### config.mk
export PLATFORM = sky130hd
export DESIGN_NAME = gf24_pow_engine
export DESIGN_NICKNAME = d
export VERILOG_FILES = /design/src/rtl/gf24_pow_engine.sv
export SDC_FILE = /design/constraint.sdc
export NUM_CORES = 1
export LEC_CHECK = 0
export BUFFER_PORTS_ARGS = -buffer_cell sky130_fd_sc_hd__buf_2
export CELL_PAD_IN_SITES_DETAIL_PLACEMENT = 1
export CELL_PAD_IN_SITES_GLOBAL_PLACEMENT = 2
export CORE_MARGIN = 4
export CORE_UTILIZATION = 31
export CTS_BUF_LIST = sky130_fd_sc_hd__clkbuf_4 sky130_fd_sc_hd__clkbuf_8
export DETAILED_ROUTE_END_ITERATION = 8
export PLACE_DENSITY = 0.84
export SYNTH_ARGS = -nofsm -noshare
export SYNTH_HDL_FRONTEND = slang
export SYNTH_SLANG_ARGS = --single-unit
### constraint.sdc
create_clock -name clk -period 1.55 [get_ports clk]
set_input_delay 0.31 -clock clk [delete_from_list [all_inputs] [get_ports clk]]
set_output_delay 0.31 -clock clk [all_outputs]
set_load 0.01 [all_outputs]
### src/rtl/gf24_pow_engine.sv
// gf24_pow_engine: multi-lane GF(2^4) exponentiation (A^E) by left-to-right
// square-and-multiply, one exponent bit per clock, valid/ready on both sides.
// Field polynomial x^4 + x + 1. Optional macro GF_PHI_POSTMUL_EN adds a one-cycle
// POST state that multiplies every lane result by the constant PHI.
module gf24_pow_engine #(
    parameter int unsigned LANES = 4,
    parameter int unsigned EXP_W = 4,
    parameter logic [3:0]  PHI   = 4'hC
) (
    input  logic                 clk,
    input  logic                 rst_n,
    input  logic                 in_valid,
    output logic                 in_ready,
    input  logic [4*LANES-1:0]   in_data,
    input  logic [EXP_W-1:0]     in_exp,
    output logic                 out_valid,
    input  logic                 out_ready,
    output logic [4*LANES-1:0]   out_data,
    output logic                 busy
);

    localparam int unsigned DataW = 4 * LANES;
    localparam int unsigned CntW  = (EXP_W > 1) ? $clog2(EXP_W) : 1;

    typedef enum logic [1:0] {
        StIdle = 2'd0,
        StRun  = 2'd1,
        StDone = 2'd2
`ifdef GF_PHI_POSTMUL_EN
        ,
        StPost = 2'd3
`endif
    } state_e;

    state_e            state_q, state_d;
    logic [DataW-1:0]  op_q, op_d;
    logic [DataW-1:0]  acc_q, acc_d;
    logic [EXP_W-1:0]  exp_q, exp_d;
    logic [CntW-1:0]   cnt_q, cnt_d;
    logic [DataW-1:0]  run_acc;

    // Squaring is linear over GF(2): fixed XOR network.
    function automatic logic [3:0] gf_sq(input logic [3:0] a);
        return {a[3], a[3] ^ a[1], a[2], a[2] ^ a[0]};
    endfunction

    // Carry-less 4x4 product, then fold bits 6..4 back with x^4 = x + 1.
    function automatic logic [3:0] gf_mul(input logic [3:0] a, input logic [3:0] b);
        logic [6:0] p;
        p = '0;
        for (int i = 0; i < 4; i++) begin
            if (b[i]) p = p ^ (7'(a) << i);
        end
        for (int i = 6; i >= 4; i--) begin
            if (p[i]) p = p ^ (7'b0010011 << (i - 4));
        end
        return p[3:0];
    endfunction

    // One square-and-multiply step per lane for the current exponent bit.
    always_comb begin
        run_acc = '0;
        for (int l = 0; l < int'(LANES); l++) begin
            if (exp_q[cnt_q]) begin
                run_acc[4*l +: 4] = gf_mul(gf_sq(acc_q[4*l +: 4]), op_q[4*l +: 4]);
            end else begin
                run_acc[4*l +: 4] = gf_sq(acc_q[4*l +: 4]);
            end
        end
    end

`ifdef GF_PHI_POSTMUL_EN
    logic [DataW-1:0] post_acc;

    // Constant post-multiply by PHI, applied once after the last exponent bit.
    always_comb begin
        post_acc = '0;
        for (int l = 0; l < int'(LANES); l++) begin
            post_acc[4*l +: 4] = gf_mul(acc_q[4*l +: 4], PHI);
        end
    end
`else
    logic unused_phi;
    assign unused_phi = ^PHI;
`endif

    // Next-state logic: accept in IDLE, walk exponent MSB->LSB in RUN, hold in DONE.
    always_comb begin
        state_d = state_q;
        op_d    = op_q;
        exp_d   = exp_q;
        cnt_d   = cnt_q;
        acc_d   = acc_q;
        unique case (state_q)
            StIdle: begin
                if (in_valid) begin
                    op_d  = in_data;
                    exp_d = in_exp;
                    cnt_d = CntW'(EXP_W - 1);
                    for (int l = 0; l < int'(LANES); l++) acc_d[4*l +: 4] = 4'h1;
                    state_d = StRun;
                end
            end
            StRun: begin
                acc_d = run_acc;
                if (cnt_q == '0) begin
`ifdef GF_PHI_POSTMUL_EN
                    state_d = StPost;
`else
                    state_d = StDone;
`endif
                end else begin
                    cnt_d = cnt_q - CntW'(1);
                end
            end
`ifdef GF_PHI_POSTMUL_EN
            StPost: begin
                acc_d   = post_acc;
                state_d = StDone;
            end
`endif
            StDone: begin
                if (out_ready) state_d = StIdle;
            end
            default: state_d = StIdle;
        endcase
    end

    // State and datapath registers; reset aborts any operation in flight.
    always_ff @(posedge clk or negedge rst_n) begin
        if (!rst_n) begin
            state_q <= StIdle;
            op_q    <= '0;
            acc_q   <= '0;
            exp_q   <= '0;
            cnt_q   <= '0;
        end else begin
            state_q <= state_d;
            op_q    <= op_d;
            acc_q   <= acc_d;
            exp_q   <= exp_d;
            cnt_q   <= cnt_d;
        end
    end

    assign in_ready  = (state_q == StIdle);
    assign out_valid = (state_q == StDone);
`ifdef GF_PHI_POSTMUL_EN
    assign busy      = (state_q == StRun) || (state_q == StPost);
`else
    assign busy      = (state_q == StRun);
`endif
    assign out_data  = acc_q;

endmodule

==> impl_metrics.py <==
metrics = {
    "outcome": {
        "status": "finished with violations",
        "violations": "setup timing",
    },
    "min_path": {
        "hold_path.class": "input port to flop",
        "holdPathStages": 3,
    },
    "synthesis": {
        "yosys.cell_types.count": 41,
        "syn-cell-area_um2": 3200,
        "synth_edf_count": 0,
        "yosys_warnings": 0,
        "synthesis.nets": 441,
        "yosysTopAreaCell": "dfrtp_1",
        "ys_seq_area_frac": 0.313,
        "syn_area_per_cell_um2": 7.70,
        "syn_inst": 416,
        "ys.flop_type": "dfrtp_1",
        "async_flop_share": 1.00,
        "synth-seq-cells": 40,
        "synth_top_cells_by_area": "dfrtp_1, nand2_1, xnor2_1, mux2i_1, mux2_2",
        "synth_top_area_share": 0.313,
    },
    "placed_design": {
        "gp_congestion": 0.794,
        "io_buffers": 42,
        "dp_slack_ns": -0.133,
        "dp_hpwl_um": 7150,
        "placed_area_um2": 3860,
    },
    "cts": {
        "htree_levels": 2,
        "clk_latency_ns": 0.30,
        "cts_tree": "done",
        "clk_pin_slew_worst_paths_ns": 0.09,
        "numCtsBuffers": 5,
        "root_buffer": "clkbuf_8",
        "cts_sinks": 40,
        "clock_path_buffers": 2,
    },
    "final_layout": {
        "fillers": 1246,
        "layout_common_cells": "nand2_1, buf_4, buf_2",
        "design_area_um2": 4530,
        "drive_above_1_share": 0.409,
        "layout_commonest_cell": "nand2_1",
        "final_nets": 538,
        "area_delta_synth_final_pct": 41.5,
        "final_util": 0.457,
        "antennaDiodeCount": 0,
    },
    "timing": {
        "whs_ns": 0.207,
        "hold_viol_final": 0,
        "clock.fmax_mhz": 611,
        "setup_viol": 8,
        "setup_tns_ns": -0.310,
        "tightest_slew_ns": 0.435,
        "skew_ns": 0.0103,
        "period_share": 1.06,
        "finalWorstPathRequiredPeriod_ns": 1.64,
        "max_slew_margin": 0.710,
        "rsz0062_at_grt": "true",
        "setup_ws_ns": -0.0876,
        "final_max_slew_viol_count": 0,
    },
    "routing": {
        "drt-initial-drc-count": 154,
        "viasPerCell": 5.06,
        "wire_per_inst_um": 16.5,
        "drt_wl_total_um": 10700,
        "via_count": 3272,
        "drc": 0,
        "final_antenna_net_count": 0,
        "first_pass_iters": 4,
    },
    "setup_path": {
        "crit_cells": 6,
        "slowest_stage": "dfrtp_2",
        "path_buf_inv": 1,
        "start_kind": "flop",
        "critPathRequiredTime_ns": 1.73,
        "r2r_cells": 6,
        "cp_max_fo": 8,
        "end_kind": "flop",
        "worstSetupPathType": "flop to flop",
        "worstPathArrival_ns": 1.82,
        "critPathTopFamily": "flip-flops",
        "crit_chain": "buf_6 > mux2i_1 > o22ai_1 > xnor2_1 > nand3_1 > nor3b_2",
        "crit_path_max_incr_delay_ns": 0.48,
    },
    "pwr": {
        "vdd_ir_drop_max_v": 0.000792,
        "swShare": 0.460,
        "p_leak_nw": 2.05,
        "internal_power_w": 0.00590,
        "p_sw_w": 0.00503,
        "powerDensity_nw_per_um2": 2410,
        "p_clk_frac": 0.068,
        "combPwrFrac": 0.716,
        "power_frac_seq": 0.215,
    },
    "floorplanning": {
        "start_util": 0.323,
        "die-area_um2": 12000,
        "die_w_um": 110,
        "core_um2": 9910,
        "die_y_um": 110,
        "rows": 36,
        "ios": 43,
    },
    "global_route": {
        "grt_pass1_vias": 3232,
        "track_usage": 0.168,
        "grt_pass1_wl_um": 16000,
        "grt_max_degree": 27,
        "antenna_found_initial": 0,
        "grt_overflow_total": 0,
    },
    "job": {
        "maxCapViolCount": 0,
    },
}
## synth_stat cells, types with 10 or more instances
master,n
dfrtp_1,40
o21ai_0,22
inv_1,11
mux2i_1,15
nor2b_1,11
nand2_1,95
xnor2_1,31
nand3_1,13
a21oi_1,21
xor2_1,10
nand2b_1,16
nor2_1,22
buf_2,10
clkbuf_1,26
mux2_2,11
## registers in the layout (all words and copies together) (netlist names)
| name | count |
|---|---|
| cnt_q | 2 |
| op_q | 16 |
| exp_q | 4 |
| out_data | 16 |
| state_q | 2 |
## kinds of logic after synthesis
group,synth area share
and+or+nand+nor,0.263
AOI/OAI and AO/OA,0.147
buffers and inverters,0.0660
xor gates and xnor gates,0.117
DFF,0.313
muxes,0.0903
adders and majority gates,0.00391
## worst register-to-register path: cells and delay by family (launching register included)
family | cells | cell delay (ns)
XOR/XNOR | 1 | 0.31
flip-flops | 1 | 0.48
multiplexers | 1 | 0.20
buffers and inverters | 1 | 0.13
AO/OA/AOI/OAI | 1 | 0.11
AND/OR/NAND/NOR | 2 | 0.30
## worst paths after layout
kind,from,endpoint,slack [ns]
min reg2reg,exp_q[1]$_DFFE_PN0P_,exp_q[1]$_DFFE_PN0P_,0.49
max reg2reg,op_q[6]$_DFFE_PN0P_,out_data[4]$_DFFE_PN0P_,-0.09
max in group asynchronous,rst_n,out_data[11]$_DFFE_PN0P_,0.54
min,in_data[3],op_q[3]$_DFFE_PN0P_,0.21
min in group asynchronous,rst_n,op_q[3]$_DFFE_PN0P_,0.49
max,op_q[6]$_DFFE_PN0P_,out_data[4]$_DFFE_PN0P_,-0.09
## repair_timing
| action | CTS | global route |
|---|---|---|
| cloned | 0 | 2 |
| setup endpoints to repair | 14 | 19 |
| hold buffers | 1 | 0 |
| pin swaps | 13 | 32 |
| gates resized for setup | 36 | 56 |
| endpoints found under the hold margin | 14 | 0 |
| setup buffers | 7 | 23 |
## per-layer routing
metal / part of all wire / track usage
met2: 0.51 / 0.292
met3: 0.038 / 0.0282
met5: 0 / 0
met1: 0.45 / 0.225
met4: 0.0059 / 0.0240
## power by group through the flow
stage | Combinational, W | Clock, W | Sequential [W]
floorplan | 0.00445 | 0 | 0.00194
global placement | 0.00604 | 0 | 0.00220
detailed placement | 0.00628 | 0 | 0.00224
CTS | 0.00671 | 0.000779 | 0.00229
global route | 0.00860 | 0.000812 | 0.00245
finish | 0.00783 | 0.000747 | 0.00236
## through the flow
| stage | total power, W | std cells |
|---|---|---|
| after floorplan | 0.00638 | 416 |
| after global placement | 0.00824 | 606 |
| after detailed placement | 0.00853 | 606 |
| after CTS | 0.00978 | 622 |
| after global routing | 0.0119 | 647 |
| final | 0.0109 | 647 |
## area by class of cell
type | count | area [um^2] | share of cell area
repair buffers | 129 | 968 | 0.214
well taps | 133 | 166 | 0.0367
inverters | 11 | 43.8 | 0.00967
flip-flops and latches | 40 | 1020 | 0.225
multi-input cells | 326 | 2240 | 0.494
clock inverters | 2 | 10.0 | 0.00221
clock buffers | 6 | 82.6 | 0.0182
Power figures use the tool's default switching activity.
